### src/rtl/sdram_pkg.sv
// sdram_pkg: shared SDR SDRAM command encodings, init FSM states, mode word helper, default timings
package sdram_pkg;
  typedef enum logic [3:0] {
    CMD_NOP = 4'b0111,
    CMD_PRE = 4'b0010,
    CMD_REF = 4'b0001,
    CMD_LMR = 4'b0000
  } sdr_cmd_t;
  typedef enum logic [2:0] {
    S_WAIT, S_PRE, S_TRP, S_REF, S_TRFC, S_MRS, S_TMRD, S_DONE
  } init_state_t;
  localparam int CLK_MHZ_DEF      = 100;
  localparam int T_POWERUP_US_DEF = 200;
  localparam int T_RP_DEF         = 2;
  localparam int T_RFC_DEF        = 7;
  localparam int T_MRD_DEF        = 2;
  localparam int REF_COUNT_DEF    = 8;
  localparam int CAS_LAT_DEF      = 3;
  // A10=0, A9=0 (burst write), A8:7=00, A6:4=CL, A3=0 (sequential), A2:0=burst length
  function automatic logic [10:0] mode_word(input logic [2:0] cas_lat, input logic [2:0] burst_code);
    return {1'b0, 1'b0, 2'b00, cas_lat, 1'b0, burst_code};
  endfunction
endpackage

### src/rtl/sdram_delay_cnt.sv
// sdram_delay_cnt: loadable down-counter that holds at zero
//   clk, rst  : clock, sync active-high reset (counter takes RST_VAL)
//   i_load    : load i_val (wins over i_dec)
//   i_val     : value to load
//   i_dec     : decrement when not already zero
//   o_zero    : count is zero
module sdram_delay_cnt #(
  parameter int W = 8,
  parameter logic [W-1:0] RST_VAL = '0
) (
  input  logic         clk,
  input  logic         rst,
  input  logic         i_load,
  input  logic [W-1:0] i_val,
  input  logic         i_dec,
  output logic         o_zero
);
  logic [W-1:0] r_cnt;
  always_ff @(posedge clk)
    if (rst) r_cnt <= RST_VAL;
    else if (i_load) r_cnt <= i_val;
    else if (i_dec && r_cnt != '0) r_cnt <= r_cnt - W'(1);
  assign o_zero = r_cnt == '0;
endmodule

### src/rtl/sdram_init_seq.sv
// sdram_init_seq: one-shot SDR SDRAM power-up sequence (wait, PRECHARGE ALL, N x AUTO REFRESH, LOAD MODE)
//   clk, rst                        : clock, sync active-high reset (restarts the whole sequence)
//   sdr_cke                         : clock enable, 1 from the first cycle out of reset
//   sdr_csn/rasn/casn/wen           : command bus, one registered cycle per non-NOP command
//   sdr_addr, sdr_ba                : address/bank, zero except on PRECHARGE (A10) and LOAD MODE
//   init_done                       : sticky completion flag
//   Macro SDR_INIT_SIM_FAST_EN shortens the power-up wait to 16 cycles for simulation.
module sdram_init_seq
  import sdram_pkg::*;
#(
  parameter int          CLK_MHZ      = CLK_MHZ_DEF,
  parameter int          T_POWERUP_US = T_POWERUP_US_DEF,
  parameter int          T_RP         = T_RP_DEF,
  parameter int          T_RFC        = T_RFC_DEF,
  parameter int          T_MRD        = T_MRD_DEF,
  parameter int          REF_COUNT    = REF_COUNT_DEF,
  parameter int          CAS_LAT      = CAS_LAT_DEF,
  parameter logic [2:0]  BURST_CODE   = 3'b000,
  parameter int          ADDR_W       = 11,
  parameter int          BA_W         = 2
) (
  input  logic              clk,
  input  logic              rst,
  output logic              sdr_cke,
  output logic              sdr_csn,
  output logic              sdr_rasn,
  output logic              sdr_casn,
  output logic              sdr_wen,
  output logic [ADDR_W-1:0] sdr_addr,
  output logic [BA_W-1:0]   sdr_ba,
  output logic              init_done
);
`ifdef SDR_INIT_SIM_FAST_EN
  localparam int POWERUP_CYC = 16;
`else
  localparam int POWERUP_CYC = T_POWERUP_US * CLK_MHZ;
`endif
  localparam int CW = $clog2(POWERUP_CYC + 1);
  localparam int RW = $clog2(REF_COUNT + 1);
  init_state_t       r_state, w_next;
  sdr_cmd_t          r_cmd, w_cmd;
  logic [RW-1:0]     r_ref_cnt;
  logic [ADDR_W-1:0] r_addr, w_addr;
  logic [CW-1:0]     w_load_val;
  logic              r_cke, r_done, w_zero, w_load, w_last_ref;
  // Each command state loads T-1 and counts down alongside the following NOP
  // state, so a timing of 1 skips the NOP state entirely.
  sdram_delay_cnt #(.W(CW), .RST_VAL(CW'(POWERUP_CYC - 1))) u_cnt (
    .clk    (clk),
    .rst    (rst),
    .i_load (w_load),
    .i_val  (w_load_val),
    .i_dec  (1'b1),
    .o_zero (w_zero)
  );
  always_comb begin
    w_next     = r_state;
    w_last_ref = r_ref_cnt == RW'(REF_COUNT);
    case (r_state)
      S_WAIT:         w_next = w_zero ? S_PRE : S_WAIT;
      S_PRE, S_TRP:   w_next = w_zero ? S_REF : S_TRP;
      S_REF, S_TRFC:  w_next = w_zero ? (w_last_ref ? S_MRS : S_REF) : S_TRFC;
      S_MRS, S_TMRD:  w_next = w_zero ? S_DONE : S_TMRD;
      default:        w_next = S_DONE;
    endcase
    w_cmd      = w_next == S_PRE ? CMD_PRE : w_next == S_REF ? CMD_REF : w_next == S_MRS ? CMD_LMR : CMD_NOP;
    w_addr     = w_next == S_PRE ? ADDR_W'(11'h400) :
                 w_next == S_MRS ? ADDR_W'(mode_word(3'(CAS_LAT), BURST_CODE)) : '0;
    w_load     = w_next == S_PRE || w_next == S_REF || w_next == S_MRS;
    w_load_val = w_next == S_PRE ? CW'(T_RP - 1) : w_next == S_REF ? CW'(T_RFC - 1) : CW'(T_MRD - 1);
  end
  // Outputs are registered from the next-state decode so they line up with r_state.
  always_ff @(posedge clk)
    if (rst) begin
      r_state   <= S_WAIT;
      r_ref_cnt <= '0;
      r_cke     <= 1'b0;
      r_cmd     <= CMD_NOP;
      r_addr    <= '0;
      r_done    <= 1'b0;
    end else begin
      r_state   <= w_next;
      r_ref_cnt <= w_next == S_REF ? r_ref_cnt + RW'(1) : r_ref_cnt;
      r_cke     <= 1'b1;
      r_cmd     <= w_cmd;
      r_addr    <= w_addr;
      r_done    <= w_next == S_DONE;
    end
  assign sdr_cke                               = r_cke;
  assign {sdr_csn, sdr_rasn, sdr_casn, sdr_wen} = r_cmd;
  assign sdr_addr                              = r_addr;
  assign sdr_ba                                = '0;
  assign init_done                             = r_done;
endmodule
### config.mk
export PLATFORM = sky130hd
export DESIGN_NAME = sdram_init_seq
export DESIGN_NICKNAME = d
export VERILOG_FILES = /design/src/rtl/sdram_pkg.sv /design/src/rtl/sdram_delay_cnt.sv /design/src/rtl/sdram_init_seq.sv
export SDC_FILE = /design/constraint.sdc
export NUM_CORES = 1
export LEC_CHECK = 0
export BUFFER_PORTS_ARGS = -buffer_cell sky130_fd_sc_hd__buf_2
export CELL_PAD_IN_SITES_DETAIL_PLACEMENT = 2
export CELL_PAD_IN_SITES_GLOBAL_PLACEMENT = 2
export CORE_UTILIZATION = 34
export CTS_CLUSTER_DIAMETER = 80
export DETAILED_ROUTE_END_ITERATION = 10
export GPL_TIMING_DRIVEN = 0
export PLACE_DENSITY = 0.77
export SLEW_MARGIN = 5
export SYNTH_ARGS = -nofsm -noshare
export SYNTH_HDL_FRONTEND = slang
export SYNTH_SLANG_ARGS = --single-unit
### constraint.sdc
create_clock -name clk -period 3.1 [get_ports clk]
set_input_delay 0.62 -clock clk [delete_from_list [all_inputs] [get_ports clk]]
set_output_delay 0.62 -clock clk [all_outputs]
set_load 0.1 [all_outputs]
==> results of run 1 <==
## metrics by stage
stage / total power (W) / util / setup WS (ps) / std cells
floorplan: 0.000476 / - / 817 / 181
finish: 0.000786 / 0.417 / 631 / 248
detailed placement: 0.000485 / 0.397 / 634 / 240
global placement: 0.000483 / 0.397 / 679 / 240
global route: 0.000823 / 0.417 / 524 / 248
CTS: 0.000801 / 0.417 / 616 / 248
## layer usage
layer	vias up	share of wire	track usage
li1	641	-	-
met1	627	0.44	0.233
met2	15	0.51	0.358
met3	7	0.024	0.0550
met4	0	0.018	0.0859
met5	-	0	0
## cells in the final DEF, fill, tap and decap left out, drive strengths merged, types with 7 or more instances in the layout
cell type,instances
dfxtp,29
nor4,7
nand2,12
nor2,14
or3,9
conb,11
buf,24
a21oi,11
clkbuf,8
## cell families (layout without fill, tap and decap cells)
family | count (synthesis) | in the layout | share of synthesized area
multiplexers | 7 | 7 | 0.0495
other | 1 | 11 | 0.00252
XOR/XNOR | 2 | 2 | 0.0118
AND/OR/NAND/NOR | 75 | 75 | 0.286
adder cells (fa/ha/maj) | 5 | 5 | 0.0403
AO/OA/AOI/OAI | 29 | 29 | 0.126
buffers and inverters | 23 | 40 | 0.0940
flip-flops | 29 | 29 | 0.390
## final timing paths
| kind | startpoint | to | slack [ps] | cells past startpoint |
|---|---|---|---|---|
| hold reg to reg | u_cnt.r_cnt[14]$_SDFFE_PP1P_ | u_cnt.r_cnt[14]$_SDFFE_PP1P_ | 490 | 1 |
| setup reg to reg | u_cnt.r_cnt[1]$_SDFFE_PP1P_ | r_ref_cnt[2]$_SDFFE_PP0N_ | 630 | 7 |
| setup / recovery | u_cnt.r_cnt[1]$_SDFFE_PP1P_ | r_ref_cnt[2]$_SDFFE_PP0N_ | 630 | 7 |
| hold / removal | u_cnt.r_cnt[14]$_SDFFE_PP1P_ | u_cnt.r_cnt[14]$_SDFFE_PP1P_ | 490 | 1 |
## sequential cells by signal, summed over array words and instances (netlist names)
register and count:
u_cnt.r_cnt 15, init_done 1, r_state 3, sdr_cke 1, r_ref_cnt 4, sdr_addr 2, r_cmd 3
## power by group
part | internal [W] | leakage, nW | total (W) | switching (W)
clock network | 0.000155 | 0.0450 | 0.000309 | 0.000153
registers | 0.000377 | 0.235 | 0.000380 | 0.00000340
logic | 0.0000174 | 0.386 | 0.0000976 | 0.0000802
total | 0.000549 | 0.666 | 0.000786 | 0.000237
## final cells by class
cell class	count	area, um^2	area share
tap	50	62.6	0.0364
clock buffer	6	72.6	0.0422
inverter	6	22.5	0.0131
multi-input combinational	129	807	0.470
buffer	17	118	0.0685
sequential	29	581	0.338
clock inverter	2	10.0	0.00583
timing repair buffer	9	45.0	0.0262
==> impl_metrics.yaml, run 1 <==
run_status:
  status: "finished clean"
final_layout:
  finalInstanceArea_um2: 1720
  diodes: 0
  area_delta_synth_final_pct: 15.3
  drive_above_1_share: 0.187
  nets: 203
  fill_cells: 471
power_and_ir_drop:
  ir_worst_vdd_mv: 0.191
  power_density_nw_per_um2: 458
  p_leak_nw: 0.666
detailed_routing:
  ant_nets: 0
  wl_mm: 3.99
  first_iter_violations: 29
  drc: 0
  via_per_inst: 5.20
  vias: 1290
  drtPass1Iterations: 4
  wl_per_cell_um: 16.1
floorplan:
  die_h_um: 68.2
  io_pins: 21
  start_util: 0.362
  coreArea_um2: 4120
  die-area_um2: 4650
  row_count: 23
  die_w_um: 68.2
timing:
  finalSetupTns_ps: 0
  min_period_ps: 2470
  whs_ps: 488
  grt_setup_unrepaired: "false"
  relSlewSlack: 0.481
  hold_viol: 0
  fmax_mhz: 405
  fin_worst_skew_ps: 6.16
  period_share: 0.796
  slew_viol_final: 0
  setup_violations: 0
  tightest_slew_ps: 773
critical_path:
  worstSetupEndpointType: "register"
  path_delay_family: "simple AND/OR/NAND/NOR gates"
  cp_max_fo: 7
  cp_slowest_cell: "or4_4"
  crit_chain: "inv_1 > ha_1 > or4b_4 > or4_4 > buf_6 > a211oi_1 > mux2_1"
  critPathBufInv: 2
  worstSetupStartpointType: "register"
  critPathKind: "register to register"
  arrival_ps: 2650
  crit_required_ps: 3280
  max_stage_delay_ps: 540
min_path:
  hold_class: "register to register"
clocking:
  clock-root-buffer: "clkbuf_8"
  cts_made_buffers: 5
  clock_latency_ps: 290
  ctsResizeCount: 0
  cts.clk_slew.worst_paths_ps: 70
  cts.sinks: 29
  cts_tree: "done"
  post_cts_buffers: 0
  cts_max_level: 2
  clockBufferDepth: 2
  cts.hold.buffers_added: 0
global_route:
  antenna_found_initial: 0
  grt_max_degree: 11
  grt_pass1_wl_mm: 6.78
  grt_usage: 0.205
  grt_pass1_vias: 1403
  grt-ovfl-total: 0
synth:
  synth-seq-cells: 29
  ys_top_cells_by_area: "dfxtp_1 39%, buf_4 6.0%, or3_1 3.8%"
  synth_edf_count: 0
  async_reset_ff_frac: 0
  syn_area_um2: 1490
  yosys.area.top_type_share: 0.390
  synth_ff_type: "dfxtp_1"
  ys_types: 48
  yosys_warnings: 0
  synth_top_area_cell: "dfxtp_1"
  yosys-top-cells-count: "29 x dfxtp_1, 14 x nor2_1, 12 x buf_4, 12 x nand2_1, 10 x a21oi_1"
  yosysSeqAreaShare: 0.390
  syn_area_per_cell_um2: 8.71
  yosys.cell_count.top_type: "dfxtp_1"
  synth_cells: 171
placement:
  dpl_cell_area_um2: 1640
  place.gp.congestion: 0.778
  portBuffers: 9
  dp_hpwl_mm: 2.96
run:
  max_cap_violations: 0
No activity file was read; power rests on OpenSTA's default activity.
==> run 2: changes to the inputs <==
--- a/config.mk
+++ b/config.mk
@@ -8,11 +8,11 @@
 export BUFFER_PORTS_ARGS = -buffer_cell sky130_fd_sc_hd__buf_2
 export CELL_PAD_IN_SITES_DETAIL_PLACEMENT = 2
 export CELL_PAD_IN_SITES_GLOBAL_PLACEMENT = 2
-export CORE_UTILIZATION = 34
+export CORE_UTILIZATION = 30
 export CTS_CLUSTER_DIAMETER = 80
 export DETAILED_ROUTE_END_ITERATION = 10
 export GPL_TIMING_DRIVEN = 0
-export PLACE_DENSITY = 0.77
+export PLACE_DENSITY = 0.72
 export SLEW_MARGIN = 5
 export SYNTH_ARGS = -nofsm -noshare
 export SYNTH_HDL_FRONTEND = slang
==> constraint.sdc (replaced) <==
create_clock -name clk -period 2.2 [get_ports clk]
set_input_delay 0.44 -clock clk [delete_from_list [all_inputs] [get_ports clk]]
set_output_delay 0.44 -clock clk [all_outputs]
set_load 0.1 [all_outputs]
==> run 2 against run 1 <==
  * The run now ends with negative setup slack left
  * Non-clock buffer count up 8
  * First-iteration DRC count shrank 21%
  * Sequential share of layout area down 3.7 points
  * Largest power group is now clock
  * Largest cell class unchanged
  * Sequential power increased by 41%
  * Routed wire length rose by 17%
==> impl_metrics.yaml, run 2 (synthesis results as in run 1) <==
critical_path:
  worstSetupStartpointType: "register"
  rrSetupSlack_ps: -20
  crit_required_ps: 2380
  critPathKind: "register to register"
  crit_chain: "inv_2 > ha_4 > or4b_4 > or4_4 > a211oi_2 > mux2_4"
  critPathBufInv: 1
  path_delay_family: "simple AND/OR/NAND/NOR gates"
  worstSetupEndpointType: "register"
  cp_slowest_cell: "or4_4"
  arrival_ps: 2400
  max_stage_delay_ps: 570
  critical_path.startpoint: "u_cnt.r_cnt[1]$_SDFFE_PP1P_"
  cp_max_fo: 5
  reg2reg_from: "u_cnt.r_cnt[1]$_SDFFE_PP1P_"
global_route:
  grt_max_degree: 11
  grt_usage: 0.191
  grt_pass1_wl_mm: 7.47
  antenna_found_initial: 0
  grt_pass1_vias: 1494
  grt-ovfl-total: 0
timing:
  relSlewSlack: 0.567
  fin_ws_ps: -18.8
  fmax_mhz: 451
  setup_violations: 2
  slew_viol_final: 0
  fin_worst_skew_ps: 5.72
  finalSetupTns_ps: -33.4
  hold_viol: 0
  grt_setup_unrepaired: "true"
  tightest_slew_ps: 643
  min_period_ps: 2220
  period_share: 1.01
power_and_ir_drop:
  power_w: 0.00137
  power_density_nw_per_um2: 705
  ir_worst_vdd_mv: 0.275
  p_leak_nw: 0.739
detailed_routing:
  via_per_inst: 5.01
  wl_per_cell_um: 17.1
  drtPass1Iterations: 4
  drc: 0
  first_iter_violations: 23
  ant_nets: 0
  vias: 1369
  wl_mm: 4.66
final_layout:
  diodes: 0
  fill_cells: 535
  layout_common_cells: "27 x dfxtp_1, 20 x buf_4, 13 x nor2_1, 12 x nand2_1, 11 x conb_1"
  area_delta_synth_final_pct: 30.2
  drive_above_1_share: 0.296
  ff_latch_area_um2: 583
  top_register: "u_cnt.r_cnt"
  largest_reg_flops: 15
  nets: 211
  top_regs: "u_cnt.r_cnt x15, r_ref_cnt x4"
  final_common_cell: "dfxtp_1"
  multi_input_area_um2: 888
floorplan:
  die_w_um: 72.5
  io_pins: 21
  die-area_um2: 5250
  die_h_um: 72.5
  row_count: 25
  coreArea_um2: 4750
  start_util: 0.313
run_status:
  status: "finished, violations left"
  violations: "negative setup slack"
clocking:
  cts.sinks: 29
  cts.hold.buffers_added: 0
  cts_made_buffers: 5
  clock-root-buffer: "clkbuf_8"
  cts_max_level: 2
  clock_latency_ps: 290
  cts_tree: "done"
  cts.clk_slew.worst_paths_ps: 70
  clockBufferDepth: 2
run:
  max_cap_violations: 0
min_path:
  worstHoldStart: "rst"
  hold_class: "input port to register"
placement:
  place.gp.congestion: 0.801
  dp_hpwl_mm: 3.06
  pre_cts_ws_ps: -267
  portBuffers: 9
run 2: metrics by stage:
stage / std cells / hold slack (ps) / instance area, um^2 / util
2_1_floorplan: 181 / 443 / 1530 / -
4_1_cts: 270 / 465 / 1870 / 0.394
3_3_place_gp: 257 / 458 / 1660 / 0.349
5_1_grt: 273 / 488 / 1940 / 0.408
3_5_place_dp: 257 / 473 / 1660 / 0.349
6_report: 273 / 475 / 1940 / 0.408
run 2: worst register-to-register path, stage by stage, from the launching register on:
cell and delay (ps):
dfxtp_2 330, inv_2 80, ha_4 130, or4b_4 470, or4_4 570, a211oi_2 210, mux2_4 320
run 2: layer usage:
| layer | vias to the layer above | global-route usage | wire (um) |
|---|---|---|---|
| met3 | 10 | 0.0514 | 151 |
| li1 | 657 | - | - |
| met1 | 679 | 0.204 | 1870 |
| met2 | 23 | 0.345 | 2540 |
| met5 | - | 0 | 0 |
| met4 | 0 | 0.0937 | 104 |
run 2: power by group:
group	internal (W)	switching, W
combinational	0.0000353	0.000122
clock	0.000450	0.000225
sequential	0.000531	0.00000510
run 2: repair_timing:
item,CTS,global route
gates resized for setup,10,9
pin swaps,3,7
buffers inserted,6,3
setup endpoints to repair,18,13
run 2: final timing paths:
path | end | cells after the start
worst max register to register | r_ref_cnt[3]$_SDFFE_PP0N_ | 6
worst max-delay path | r_ref_cnt[3]$_SDFFE_PP0N_ | 6
worst min register to register | u_cnt.r_cnt[14]$_SDFFE_PP1P_ | 1
worst min-delay path | r_cmd[1]$_SDFF_PP1_ | 3
run 2: area by class of cell:
type | instances | share of cell area
well taps | 67 | 0.0432
multi-input cells | 129 | 0.458
clock buffers | 5 | 0.0355
flip-flops and latches | 29 | 0.300
inverters | 6 | 0.0116
plain buffers | 16 | 0.0580
clock inverters | 3 | 0.0335
repair buffers | 18 | 0.0600
==> run 3: changes to the inputs <==
--- a/config.mk
+++ b/config.mk
@@ -6,13 +6,13 @@
 export NUM_CORES = 1
 export LEC_CHECK = 0
 export BUFFER_PORTS_ARGS = -buffer_cell sky130_fd_sc_hd__buf_2
-export CELL_PAD_IN_SITES_DETAIL_PLACEMENT = 2
-export CELL_PAD_IN_SITES_GLOBAL_PLACEMENT = 2
-export CORE_UTILIZATION = 30
+export CELL_PAD_IN_SITES_DETAIL_PLACEMENT = 0
+export CELL_PAD_IN_SITES_GLOBAL_PLACEMENT = 1
+export CORE_UTILIZATION = 38
 export CTS_CLUSTER_DIAMETER = 80
 export DETAILED_ROUTE_END_ITERATION = 10
 export GPL_TIMING_DRIVEN = 0
-export PLACE_DENSITY = 0.72
+export PLACE_DENSITY = 0.73
 export SLEW_MARGIN = 5
 export SYNTH_ARGS = -nofsm -noshare
 export SYNTH_HDL_FRONTEND = slang
==> run 3 against run 2 <==
  * The flow now finishes without violations
  * Core utilization grew 9.9 points
  * Die area shrank 21%
  * Clock power shrank 3%
  * Total power shrank 1.8%
  * Non-clock buffer count grew 1
  * First-iteration DRC count grew 130%
  * Register-to-register slack gained 40 ps
  * Via count shrank 6.7%
  * Sequential share of layout area grew 0.88 points
  * Count of clock-buffer cells in the layout is the same
  * Fmax grew 1.7%
  * Combinational power shrank 4%
  * Highest routed layer unchanged
==> impl_metrics.yaml, run 3 (synthesis results as in run 1) <==
final_layout:
  nets: 212
  layout_common_cells: "27 x dfxtp_1, 23 x buf_4, 13 x nor2_1, 12 x nand2_1, 11 x conb_1"
  top_register: "u_cnt.r_cnt"
  area_delta_synth_final_pct: 26.5
  top_regs: "u_cnt.r_cnt x15, r_ref_cnt x4"
  diodes: 0
  layout.cells.non_filler: 255
  fill_cells: 370
  largest_reg_flops: 15
  final_common_cell: "dfxtp_1"
  drive_above_1_share: 0.275
clocking:
  cts.clk_slew.worst_paths_ps: 60
  clockBufferDepth: 2
  cts_tree: "done"
  clock_latency_ps: 280
  clock-root-buffer: "clkbuf_8"
  cts_made_buffers: 5
  cts.hold.buffers_added: 0
  cts_max_level: 2
  cts.sinks: 29
timing:
  relSlewSlack: 0.581
  grt_setup_unrepaired: "true"
  hold_viol: 0
  fin_ws_ps: 19.0
  tightest_slew_ps: 622
  min_period_ps: 2180
  fin_worst_skew_ps: 2.44
  fmax_mhz: 459
  period_share: 0.991
  setup_violations: 0
  slew_viol_final: 0
  finalSetupTns_ps: 0
power_and_ir_drop:
  pwr-share-comb: 0.112
  power_density_nw_per_um2: 713
  p_leak_nw: 0.743
  clockPowerShare: 0.489
  sw_frac_of_total: 0.244
  ir_worst_vdd_mv: 0.569
  seq_power_share: 0.399
  p_sw_w: 0.000328
  p_int_w: 0.00102
global_route:
  grt_usage: 0.174
  antenna_found_initial: 0
  grt_max_degree: 11
  grt-ovfl-total: 0
  grt_pass1_wl_mm: 5.46
  grt_pass1_vias: 1215
detailed_routing:
  wl_mm: 3.11
  ant_nets: 0
  wl_per_cell_um: 12.2
  drc: 0
  via_per_inst: 5.01
  vias: 1277
  drtPass1Iterations: 4
  first_iter_violations: 53
floorplan:
  coreArea_um2: 3720
  io_pins: 21
  start_util: 0.401
  row_count: 22
  die-area_um2: 4180
  die_h_um: 64.6
  die_w_um: 64.6
critical_path:
  worstSetupStartpointType: "register"
  crit_required_ps: 2370
  r2r_cells: 6
  arrival_ps: 2350
  cp_max_fo: 6
  r2r_end: "r_ref_cnt[3]$_SDFFE_PP0N_"
  critPathKind: "register to register"
  worstSetupEndpointType: "register"
  reg2reg_from: "u_cnt.r_cnt[1]$_SDFFE_PP1P_"
  rrSetupSlack_ps: 20
min_path:
  hold_end: "u_cnt.r_cnt[14]$_SDFFE_PP1P_"
  worstHoldStart: "u_cnt.r_cnt[14]$_SDFFE_PP1P_"
  hold_class: "register to register"
  hold_path_depth: 1
placement:
  pre_cts_ws_ps: -132
  portBuffers: 9
  dp_hpwl_mm: 2.20
  place.gp.congestion: 0.818
  place_inst: 238
run:
  max_cap_violations: 0
run_status:
  status: "finished clean"
run 3: critical path, cell delays in order, from the launching register on:
cell,delay (ps)
dfxtp_2,320
inv_2,70
ha_4,130
or4b_4,460
or4_4,570
a211oi_2,180
mux2_1,330
run 3: layer usage:
metal / vias up / routed length, um / GRT usage
li1: 657 / - / -
met1: 592 / 1460 / 0.206
met2: 26 / 1490 / 0.288
met3: 2 / 135 / 0.0528
met4: 0 / 28 / 0.0750
met5: - / 0 / 0
run 3: worst max-delay path by stage:
stage                                 from                           to  cells past startpoint
3_3_place_gp   u_cnt.r_cnt[0]$_SDFFE_PP1P_  u_cnt.r_cnt[1]$_SDFFE_PP1P_                      7
6_report       u_cnt.r_cnt[1]$_SDFFE_PP1P_    r_ref_cnt[3]$_SDFFE_PP0N_                      6
3_5_place_dp   u_cnt.r_cnt[0]$_SDFFE_PP1P_  u_cnt.r_cnt[1]$_SDFFE_PP1P_                      7
5_1_grt        u_cnt.r_cnt[0]$_SDFFE_PP1P_    r_ref_cnt[2]$_SDFFE_PP0N_                      6
4_1_cts        u_cnt.r_cnt[1]$_SDFFE_PP1P_    r_ref_cnt[2]$_SDFFE_PP0N_                      6
2_1_floorplan  u_cnt.r_cnt[0]$_SDFFE_PP1P_    r_ref_cnt[2]$_SDFFE_PP0N_                      7
run 3: area by class of cell:
type | instances | area [um^2] | area share
multi-input combinational | 129 | 857 | 0.455
sequential | 29 | 583 | 0.309
timing repair buffer | 19 | 120 | 0.0637
buffer | 16 | 109 | 0.0577
clock buffer | 5 | 68.8 | 0.0365
clock inverter | 3 | 65.1 | 0.0345
tap | 48 | 60.1 | 0.0319
inverter | 6 | 22.5 | 0.0119
run 3: through the flow:
stage	cell area (um^2)	util	total power, W	hold slack, ps
2_1_floorplan	1530	-	0.000671	443
3_3_place_gp	1640	0.441	0.000681	457
3_5_place_dp	1640	0.441	0.000682	466
4_1_cts	1840	0.496	0.00136	470
5_1_grt	1890	0.507	0.00139	505
6_report	1890	0.507	0.00134	476
run 3: repair_timing:
item                                    CTS  global route
resized for setup                         7             4
buffers inserted                          7             3
endpoints found under the setup margin   12            12
pin swaps                                 3             4
run 3: power groups by stage:
stage,Combinational (W),Clock [W],Sequential [W]
floorplan,0.000118,0,0.000554
global placement,0.000133,0,0.000547
detailed placement,0.000135,0,0.000548
CTS,0.000148,0.000675,0.000535
global route,0.000159,0.000696,0.000536
finish,0.000151,0.000657,0.000536
